File: src/rtl/lsu_mem_ctrl_if.sv
// CPU request/response and RAM wrapper signals for the load/store front-end.
interface lsu_mem_ctrl_if;
   logic        req_valid;
   logic        req_ready;
   logic        req_we;
   logic [2:0]  req_funct3;
   logic [31:0] req_addr;
   logic [31:0] req_wdata;
   logic        rsp_valid;
   logic        rsp_ready;
   logic [31:0] rsp_rdata;
   logic        rsp_err;
   logic [31:0] ram_addr;
   logic [31:0] ram_wdata;
   logic        ram_rden;
   logic        ram_wren;
   logic [31:0] ram_rdata;

   modport slave (
      input  req_valid, req_we, req_funct3,
      input  req_addr, req_wdata,
      input  rsp_ready, ram_rdata,
      output req_ready, rsp_valid,
      output rsp_rdata, rsp_err,
      output ram_addr, ram_wdata,
      output ram_rden, ram_wren
   );

   modport master (
      output req_valid, req_we, req_funct3,
      output req_addr, req_wdata,
      output rsp_ready, ram_rdata,
      input  req_ready, rsp_valid,
      input  rsp_rdata, rsp_err,
      input  ram_addr, ram_wdata,
      input  ram_rden, ram_wren
   );
endinterface

File: src/rtl/lsu_mem_ctrl.sv
// Load/store front-end: one request at a time, sub-word stores
// become read-modify-write, loads are aligned and extended.
module lsu_mem_ctrl #(
   parameter int WORD_AW = 9
) (
   input  logic          m_clock,
   input  logic          p_reset,
   lsu_mem_ctrl_if.slave bus
);

   localparam int AW = WORD_AW + 2;

   typedef enum logic [2:0] {
      IDLE,
      RD,
      RDW,
      WR,
      RESP
   } state_e;

   state_e          state_q, state_d;
   logic            we_q, we_d;
   logic [2:0]      f3_q, f3_d;
   logic [AW-1:0]   addr_q, addr_d;
   logic [31:0]     wdata_q, wdata_d;
   logic [31:0]     rdata_q, rdata_d;
   logic            err_q, err_d;

   logic unused_addr_bits;
   assign unused_addr_bits = ^bus.req_addr[31:AW];

   function automatic logic acc_err(
      input logic       we,
      input logic [2:0] f3,
      input logic [1:0] a
   );
      logic e;
      e = 1'b1;
      unique case (f3)
         3'b000:  e = 1'b0;
         3'b001:  e = a[0];
         3'b010:  e = |a;
         3'b100:  e = we;
         3'b101:  e = we | a[0];
         default: e = 1'b1;
      endcase
      return e;
   endfunction

   function automatic logic [31:0] ld_fmt(
      input logic [2:0]  f3,
      input logic [1:0]  a,
      input logic [31:0] w
   );
      logic [7:0]  b;
      logic [15:0] h;
      logic [31:0] r;
      b = w[{a, 3'b000} +: 8];
      h = w[{a[1], 4'h0} +: 16];
      r = w;
      unique case (f3)
         3'b000:  r = {{24{b[7]}}, b};
         3'b100:  r = {24'h0, b};
         3'b001:  r = {{16{h[15]}}, h};
         3'b101:  r = {16'h0, h};
         default: r = w;
      endcase
      return r;
   endfunction

   // Only the addressed lane is replaced; the rest is the old RAM word.
   function automatic logic [31:0] st_merge(
      input logic [2:0]  f3,
      input logic [1:0]  a,
      input logic [31:0] old,
      input logic [31:0] wd
   );
      logic [31:0] r;
      r = old;
      if (f3 == 3'b000) begin
         r[{a, 3'b000} +: 8] = wd[7:0];
      end else if (f3 == 3'b001) begin
         r[{a[1], 4'h0} +: 16] = wd[15:0];
      end
      return r;
   endfunction

   always_comb begin
      state_d = state_q;
      we_d    = we_q;
      f3_d    = f3_q;
      addr_d  = addr_q;
      wdata_d = wdata_q;
      rdata_d = rdata_q;
      err_d   = err_q;
      unique case (state_q)
         IDLE: begin
            if (bus.req_valid) begin
               we_d    = bus.req_we;
               f3_d    = bus.req_funct3;
               addr_d  = bus.req_addr[AW-1:0];
               wdata_d = bus.req_wdata;
               rdata_d = '0;
               err_d   = acc_err(bus.req_we,
                                 bus.req_funct3,
                                 bus.req_addr[1:0]);
               if (err_d) begin
                  state_d = RESP;
               end else if (bus.req_we &&
                            bus.req_funct3 == 3'b010) begin
                  state_d = WR;
               end else begin
                  state_d = RD;
               end
            end
         end
         RD: state_d = RDW;
         RDW: begin
            if (we_q) begin
               wdata_d = st_merge(f3_q, addr_q[1:0],
                                  bus.ram_rdata, wdata_q);
               state_d = WR;
            end else begin
               rdata_d = ld_fmt(f3_q, addr_q[1:0],
                                bus.ram_rdata);
               state_d = RESP;
            end
         end
         WR: state_d = RESP;
         RESP: begin
            if (bus.rsp_ready) begin
               state_d = IDLE;
            end
         end
         default: state_d = IDLE;
      endcase
   end

   always_ff @(posedge m_clock or negedge p_reset) begin
      if (!p_reset) begin
         state_q <= IDLE;
         we_q    <= 1'b0;
         f3_q    <= '0;
         addr_q  <= '0;
         wdata_q <= '0;
         rdata_q <= '0;
         err_q   <= 1'b0;
      end else begin
         state_q <= state_d;
         we_q    <= we_d;
         f3_q    <= f3_d;
         addr_q  <= addr_d;
         wdata_q <= wdata_d;
         rdata_q <= rdata_d;
         err_q   <= err_d;
      end
   end

   assign bus.req_ready = (state_q == IDLE);
   assign bus.rsp_valid = (state_q == RESP);
   assign bus.rsp_rdata = rdata_q;
   assign bus.rsp_err   = err_q;
   assign bus.ram_rden  = (state_q == RD);
   assign bus.ram_wren  = (state_q == WR);
   assign bus.ram_wdata = wdata_q;
   assign bus.ram_addr  = {{(32-WORD_AW){1'b0}},
                           addr_q[AW-1:2]};

endmodule

File: src/flat_wrapper.sv
// flat-port wrapper written by rule: the top's interface ports become plain ports
module lsu_mem_ctrl_flat 
#(
   parameter int WORD_AW = 9
)
  (m_clock, p_reset, bus_req_valid, bus_req_we, bus_req_funct3, bus_req_addr, bus_req_wdata, bus_rsp_ready, bus_ram_rdata, bus_req_ready, bus_rsp_valid, bus_rsp_rdata, bus_rsp_err, bus_ram_addr, bus_ram_wdata, bus_ram_rden, bus_ram_wren);
  lsu_mem_ctrl_if bus_i ();
  input  logic m_clock;
  input  logic p_reset;
  input wire logic [$bits(bus_i.req_valid)-1:0] bus_req_valid;
  input wire logic [$bits(bus_i.req_we)-1:0] bus_req_we;
  input wire logic [$bits(bus_i.req_funct3)-1:0] bus_req_funct3;
  input wire logic [$bits(bus_i.req_addr)-1:0] bus_req_addr;
  input wire logic [$bits(bus_i.req_wdata)-1:0] bus_req_wdata;
  input wire logic [$bits(bus_i.rsp_ready)-1:0] bus_rsp_ready;
  input wire logic [$bits(bus_i.ram_rdata)-1:0] bus_ram_rdata;
  output wire logic [$bits(bus_i.req_ready)-1:0] bus_req_ready;
  output wire logic [$bits(bus_i.rsp_valid)-1:0] bus_rsp_valid;
  output wire logic [$bits(bus_i.rsp_rdata)-1:0] bus_rsp_rdata;
  output wire logic [$bits(bus_i.rsp_err)-1:0] bus_rsp_err;
  output wire logic [$bits(bus_i.ram_addr)-1:0] bus_ram_addr;
  output wire logic [$bits(bus_i.ram_wdata)-1:0] bus_ram_wdata;
  output wire logic [$bits(bus_i.ram_rden)-1:0] bus_ram_rden;
  output wire logic [$bits(bus_i.ram_wren)-1:0] bus_ram_wren;
  assign bus_i.req_valid = bus_req_valid;
  assign bus_i.req_we = bus_req_we;
  assign bus_i.req_funct3 = bus_req_funct3;
  assign bus_i.req_addr = bus_req_addr;
  assign bus_i.req_wdata = bus_req_wdata;
  assign bus_i.rsp_ready = bus_rsp_ready;
  assign bus_i.ram_rdata = bus_ram_rdata;
  assign bus_req_ready = bus_i.req_ready;
  assign bus_rsp_valid = bus_i.rsp_valid;
  assign bus_rsp_rdata = bus_i.rsp_rdata;
  assign bus_rsp_err = bus_i.rsp_err;
  assign bus_ram_addr = bus_i.ram_addr;
  assign bus_ram_wdata = bus_i.ram_wdata;
  assign bus_ram_rden = bus_i.ram_rden;
  assign bus_ram_wren = bus_i.ram_wren;
  lsu_mem_ctrl #(.WORD_AW(WORD_AW)) u_core (.m_clock(m_clock), .p_reset(p_reset), .bus(bus_i));
endmodule
File: config.mk
export PLATFORM = sky130hd
export DESIGN_NAME = lsu_mem_ctrl_flat
export DESIGN_NICKNAME = d
export VERILOG_FILES = /design/src/rtl/lsu_mem_ctrl_if.sv /design/src/rtl/lsu_mem_ctrl.sv /design/src/flat_wrapper.sv
export SDC_FILE = /design/constraint.sdc
export NUM_CORES = 1
export LEC_CHECK = 0
export BUFFER_PORTS_ARGS = -buffer_cell sky130_fd_sc_hd__buf_4
export CAP_MARGIN = 15
export CELL_PAD_IN_SITES_DETAIL_PLACEMENT = 1
export CELL_PAD_IN_SITES_GLOBAL_PLACEMENT = 2
export CORE_UTILIZATION = 32
export CTS_BUF_LIST = sky130_fd_sc_hd__clkbuf_2
export CTS_CLUSTER_DIAMETER = 40
export CTS_CLUSTER_SIZE = 24
export DETAILED_ROUTE_END_ITERATION = 8
export GPL_TIMING_DRIVEN = 1
export PLACE_DENSITY_LB_ADDON = 0.2
export SKIP_LAST_GASP = 1
export SYNTH_ARGS = -nofsm -noshare
export SYNTH_HDL_FRONTEND = slang
export SYNTH_SLANG_ARGS = --single-unit
File: constraint.sdc
create_clock -name m_clock -period 4.5 [get_ports m_clock]
set_input_delay 0.225 -clock m_clock [delete_from_list [all_inputs] [get_ports m_clock]]
set_output_delay 0.225 -clock m_clock [all_outputs]
set_load 0.05 [all_outputs]
==> results of run 1 <==
[power by group]
group / internal (mW) / switching (mW) / leakage [nW] / total [mW]
Clock: 0.0689 / 0.284 / 0.0528 / 0.353
Combinational: 1.16 / 2.29 / 2.35 / 3.45
Sequential: 1.08 / 0.470 / 1.05 / 1.55
Total: 2.31 / 3.04 / 3.45 / 5.35
[sequential cells by signal, indices dropped and copies added, names as in the netlist]
signal                count
u_core.bus.rsp_rdata     32
u_core.we_q               1
u_core.state_q            3
u_core.bus.ram_wdata     32
u_core.f3_q               3
u_core.bus.rsp_err        1
u_core.addr_q            11
[synthesized netlist by cell type, drive strengths merged, types with 7 or more instances]
cell type   n
o22ai       9
a21oi      14
mux2       18
a221o      16
o32a        8
dfrtp      83
nor2       33
nand2      76
a221oi     17
and3        7
o2111ai     8
clkbuf     26
a22o       25
buf        56
nand2b     21
nand3      17
o21ai      40
nor4b      10
a21o        9
nor3       25
mux4        7
nor2b       9
a211oi      8
inv        28
[cell families after synthesis]
kind of cell / share of synthesized area, %
AO/OA/AOI/OAI: 22.69
adder cells (fa/ha/maj): 1.144
buffers and inverters: 11.07
flip-flops: 37.97
multiplexers: 6.656
other: 0.06855
AND/OR/NAND/NOR: 20.40
[per-stage QoR]
stage | hold slack (ns) | power, mW
finish | 0.05629 | 5.348
global route | 0.01011 | 5.681
CTS | 0.005609 | 5.366
detailed placement | 0.2471 | 4.942
global placement | 0.2283 | 4.863
floorplan | -0.07059 | 3.981
[layer usage]
layer | share of wire, % | routed length [µm] | GRT usage (%) | up-vias
met1 | 45 | 9383 | 32.17 | 2671
met5 | 0 | 0 | 0 | -
li1 | - | - | - | 2507
met4 | 2.1 | 434 | 8.685 | 0
met3 | 4.6 | 962 | 3.755 | 26
met2 | 48 | 9976 | 40.64 | 186
[repair_timing]
action	in CTS	in global routing
endpoints found under the hold margin	108	0
setup endpoints to repair	0	0
hold buffers	75	0
[path summary, 6_finish.rpt]
kind                                                   start                                   end  slack [ns]
worst max-delay path              u_core.f3_q[0]$_DFFE_PN0P_   u_core.bus.ram_wdata[2]$_DFFE_PN0P_        1.33
worst min-delay path                       bus_req_wdata[15]  u_core.bus.ram_wdata[15]$_DFFE_PN0P_        0.06
worst max register to register    u_core.f3_q[0]$_DFFE_PN0P_   u_core.bus.ram_wdata[2]$_DFFE_PN0P_        1.33
worst min register to register  u_core.addr_q[9]$_DFFE_PN0P_          u_core.addr_q[9]$_DFFE_PN0P_        0.52
max in group asynchronous                            p_reset   u_core.bus.ram_wdata[0]$_DFFE_PN0P_        3.31
min in group asynchronous                            p_reset   u_core.bus.rsp_rdata[2]$_DFFE_PN0P_        0.10
[cell type report]
class                   count  area, µm²  area share (%)
diodes                      1      2.502         0.03368
clock buffers              10      50.05          0.6736
clock inverters             6      32.53          0.4379
inverters                  28      105.1           1.415
multi-input cells         427       2874           38.68
flip-flops and latches     83       2078           27.97
well taps                 220      275.3           3.705
repair buffers            243       2012           27.08
[worst register-to-register path, stage by stage (launching register included)]
cell           delay, ns
dfrtp_1             1.11
nor4b_4             0.80
a211oi_4            0.15
a22o_1              0.23
dlygate4sd3_1       0.56
mux2_2              0.26
==> impl_metrics.py, run 1 <==
metrics = {
    "synth": {
        "synth.distinct_cells": 58,
        "synth_area_leaders": "dfrtp_1, nand2_1, buf_4, mux2_2, o21ai_0",
        "postSynthCellCount": 598,
        "synth-seq-area-share_pct": 37.97,
        "syn_area_um2": 5470,
        "async_flop_share_pct": 100.0,
        "yosys.area.top_type": "dfrtp_1",
        "synth_edf_count": 0,
        "syn_area_per_cell_um2": 9.148,
        "yosysWarnings": 0,
        "synth-seq-cells": 83,
        "yosysTopAreaCellShare_pct": 37.97,
        "synth_ff_type": "dfrtp_1",
    },
    "worst_setup_path": {
        "critPathArrivalTime_ns": 3.67,
        "path_class": "flop to flop",
        "cp-start-kind": "flop",
        "crit_cells": 5,
        "cp.buffers_inverters": 1,
        "r2r_cells": 5,
        "path_delay_family": "flip-flops",
        "slowest_delay_ns": 1.11,
        "crit_chain": "nor4b_4 > a211oi_4 > a22o_1 > dlygate4sd3_1 > mux2_2",
        "cp.required_ns": 5.00,
        "cp_max_fo": 31,
        "slowest_stage": "dfrtp_1",
        "cp-end-kind": "flop",
    },
    "cts": {
        "post_cts_buffers": 0,
        "htree_levels": 3,
        "clock_sinks": 83,
        "cts_tree": "done",
        "clockBufferDepth": 2,
        "clock_tree.root_cell": "clkbuf_2",
        "cts-buffers-inserted": 9,
        "clkTransAtPathRegs_ns": 0.23,
        "ctsResizeCount": 0,
        "clk_latency_ns": 0.60,
    },
    "drt": {
        "ant_nets": 0,
        "wl_mm": 20.76,
        "wl_per_cell_um": 20.39,
        "firstDrtPassIters": 5,
        "avgViaCountPerCell": 5.295,
        "route.detailed.drc": 0,
        "drt-initial-drc-count": 303,
        "routed-via-count": 5390,
    },
    "hold_path": {
        "hold_class": "primary input to flop",
        "whs_path_depth": 4,
    },
    "power": {
        "p_leak_nw": 3.451,
        "p_per_area_nw_per_um2": 719.9,
        "ir_drop_mv": 0.3127,
    },
    "cells_and_area": {
        "nets": 901,
        "drive_gt1_share_pct": 29.11,
        "fill_cells": 1936,
        "final_cells": 1018,
        "final_common_cell": "buf_4",
        "finish.instance_area_um2": 7430,
        "layout_common_cells": "buf_4, dfrtp_1, nand2_1",
        "utilization_pct": 44.64,
        "syn2layout_area_growth_pct": 35.82,
    },
    "die": {
        "die_height_um": 132.7,
        "die_area_um2": 17620,
        "io_pins": 205,
        "core_area_um2": 16640,
        "die_w_um": 132.7,
        "row_count": 47,
        "initial_core_util_pct": 32.87,
    },
    "run_status": {
        "status": "finished clean",
    },
    "placed_design": {
        "hpwl_mm": 14.11,
        "place_inst": 926,
        "preCtsSetupSlack_ns": 1.807,
        "place.gp.congestion": 0.8389,
        "placed_cell_area_um2": 6594,
        "port_buffers": 160,
    },
    "timing": {
        "drv_slew": 0,
        "period_needed_ns": 3.171,
        "hold_viol_final": 0,
        "rsz0062_at_grt": "false",
        "final.setup.worst_slack_ns": 1.329,
        "relSlewSlack_pct": 27.22,
        "setup_viol": 0,
        "fmax_ghz": 0.3154,
        "fin_crit_sh_pct": 70.46,
        "finClkSkew_ns": 0.03713,
        "worst_slew_pin_slew_ns": 1.092,
        "fin_tns_setup_ns": 0,
    },
    "grt": {
        "grt_max_degree": 64,
        "antenna_found_initial": 1,
        "overflow": 0,
        "grt_pass1_vias": 5686,
        "grt_first_pass_wirelength_mm": 32.94,
        "grtUsageTotal_pct": 24.43,
    },
    "job": {
        "drv_cap": 0,
    },
}
Power figures use the tool's default switching activity.
==> run 2, diff against run 1 <==
--- a/config.mk
+++ b/config.mk
@@ -9,7 +9,7 @@
 export CAP_MARGIN = 15
 export CELL_PAD_IN_SITES_DETAIL_PLACEMENT = 1
 export CELL_PAD_IN_SITES_GLOBAL_PLACEMENT = 2
-export CORE_UTILIZATION = 32
+export CORE_UTILIZATION = 29
 export CTS_BUF_LIST = sky130_fd_sc_hd__clkbuf_2
 export CTS_CLUSTER_DIAMETER = 40
 export CTS_CLUSTER_SIZE = 24
==> constraint.sdc (replaced) <==
create_clock -name m_clock -period 2.95 [get_ports m_clock]
set_input_delay 0.1475 -clock m_clock [delete_from_list [all_inputs] [get_ports m_clock]]
set_output_delay 0.1475 -clock m_clock [all_outputs]
set_load 0.05 [all_outputs]
==> run 2 against run 1 <==
  * Wire length grew 6.5%
  * Utilization shrank 1.7 points
  * Total power grew 60%
  * Final cell count grew 4.4%
  * Critical path depth grew 1
  * Flip-flop and latch count is the same
  * Via count grew 5.0%
  * Register-to-register slack lost 1.1 ns
==> impl_metrics.py, run 2 (synthesized netlist as in run 1, its figures left out) <==
metrics = {
    "cts": {
        "htree_levels": 3,
        "cts_tree": "done",
        "clk_latency_ns": 0.62,
        "cts-buffers-inserted": 9,
        "clock_sinks": 83,
        "clkTransAtPathRegs_ns": 0.25,
        "clock_tree.root_cell": "clkbuf_2",
        "clockBufferDepth": 2,
    },
    "timing": {
        "fin_tns_setup_ns": 0,
        "worst_slew_pin_slew_ns": 1.172,
        "setup_viol": 0,
        "relSlewSlack_pct": 21.55,
        "drv_slew": 0,
        "period_needed_ns": 2.761,
        "rsz0062_at_grt": "false",
        "fin_crit_sh_pct": 93.58,
        "hold_viol_final": 0,
        "finClkSkew_ns": 0.02447,
        "fmax_ghz": 0.3622,
    },
    "power": {
        "ir_drop_mv": 0.5953,
        "combPwrFrac_pct": 66.0,
        "seq_power_share_pct": 26.7,
        "p_per_area_nw_per_um2": 1094,
        "switchingPower_mw": 4.756,
        "switching_share_pct": 55.65,
        "clkPwrFrac_pct": 7.4,
        "p_leak_nw": 3.625,
        "p_int_mw": 3.790,
    },
    "die": {
        "io_pins": 205,
        "core_area_um2": 18210,
        "initial_core_util_pct": 30.04,
        "row_count": 49,
        "die_w_um": 139.3,
        "die_height_um": 139.3,
        "die_area_um2": 19420,
    },
    "grt": {
        "grtUsageTotal_pct": 23.06,
        "grt_max_degree": 43,
        "overflow": 0,
        "grt_pass1_vias": 5925,
        "grt_first_pass_wirelength_mm": 34.23,
        "antenna_found_initial": 1,
    },
    "worst_setup_path": {
        "cp-start-kind": "flop",
        "cp_max_fo": 42,
        "critPathArrivalTime_ns": 3.32,
        "cp.required_ns": 3.51,
        "cp-end-kind": "flop",
        "path_class": "flop to flop",
    },
    "hold_path": {
        "hold_class": "primary input to flop",
    },
    "drt": {
        "drt-initial-drc-count": 310,
        "ant_nets": 0,
        "wl_per_cell_um": 20.80,
        "firstDrtPassIters": 5,
        "avgViaCountPerCell": 5.322,
        "route.detailed.drc": 0,
        "routed-via-count": 5657,
        "wl_mm": 22.11,
    },
    "placed_design": {
        "placed_cell_area_um2": 6673,
        "hpwl_mm": 15.86,
        "port_buffers": 160,
        "place.gp.congestion": 0.9006,
    },
    "cells_and_area": {
        "syn2layout_area_growth_pct": 42.86,
        "drive_gt1_share_pct": 29.41,
        "multiInputGateArea_um2": 2874,
        "fill_cells": 2099,
        "finish.instance_area_um2": 7815,
        "final_common_cell": "buf_4",
        "seq_area_um2": 2081,
        "layout_common_cells": "buf_4, dlygate4sd3_1, dfrtp_1",
        "nets": 937,
    },
    "run_status": {
        "status": "finished clean",
    },
    "job": {
        "drv_cap": 0,
    },
}
-- run 2: cell types whose count changed in the layout (fill, tap and decap cells not counted), sizes merged --
cell         previous run  this run
clkinvlp                2         1
buf                   168       178
dlygate4sd3            75       101
bufinv                  0         1
-- run 2: power groups by stage --
stage,Clock [mW],Combinational (mW),Sequential [mW]
after detailed placement,0,5.38,2.31
after CTS,0.662,5.64,2.28
final,0.628,5.64,2.28
after global placement,0,5.28,2.28
after floorplan,0,2.65,3.43
after global routing,0.688,5.99,2.35
-- run 2: repair_timing --
action,4_1_cts,5_1_grt
setup endpoints to repair,0,6
hold buffers,102,0
gates resized for setup,0,2
endpoints found under the hold margin,166,0
buffers inserted,0,0
-- run 2: final timing paths --
check	startpoint	end	slack, ns	cells past startpoint
max	u_core.f3_q[1]$_DFFE_PN0P_	u_core.bus.rsp_rdata[2]$_DFFE_PN0P_	0.19	6
min	bus_req_wdata[15]	u_core.bus.ram_wdata[15]$_DFFE_PN0P_	0.06	4
max reg2reg	u_core.f3_q[1]$_DFFE_PN0P_	u_core.bus.rsp_rdata[2]$_DFFE_PN0P_	0.19	6
min reg2reg	u_core.bus.rsp_rdata[14]$_DFFE_PN0P_	u_core.bus.rsp_rdata[14]$_DFFE_PN0P_	0.51	1
max in group asynchronous	p_reset	u_core.bus.rsp_rdata[7]$_DFFE_PN0P_	1.90	4
min in group asynchronous	p_reset	u_core.addr_q[0]$_DFFE_PN0P_	0.45	3
-- run 2: metal layers --
metal | GRT usage (%) | routed length (µm) | vias to the layer above
li1 | - | - | 2581
met1 | 28.89 | 9312 | 2825
met2 | 38.88 | 10880 | 211
met3 | 4.955 | 1263 | 40
met4 | 8.480 | 653 | 0
met5 | 0 | 0 | -
-- run 2: area by class of cell --
cell class / count / area share, %
diodes: 1 / 0.03202
clock buffers: 10 / 0.6404
clock inverters: 6 / 0.7205
inverters: 28 / 1.345
multi-input cells: 427 / 36.78
flip-flops and latches: 83 / 26.63
well taps: 229 / 3.666
repair buffers: 279 / 30.20
-- run 2: worst max-delay path, stage by stage, from the launching register on --
cell,delay [ns]
dfrtp_2,0.64
buf_4,0.48
nand2b_1,0.42
o22ai_1,0.15
a221o_1,0.30
dlygate4sd3_1,0.55
o21ai_0,0.18
-- run 2: per-stage QoR --
stage / setup slack [ns] / cells / power [mW] / utilization, % / hold WS (ns)
floorplan: 0.5645 / 620 / 6.073 / - / -0.1481
global placement: 0.5055 / 944 / 7.563 / 36.65 / 0.1555
detailed placement: 0.3497 / 944 / 7.683 / 36.65 / 0.1560
CTS: 0.08978 / 1062 / 8.581 / 42.89 / 0.02290
global route: 0.02990 / 1063 / 9.031 / 42.92 / 0.02786
finish: 0.1893 / 1063 / 8.546 / 42.92 / 0.05780
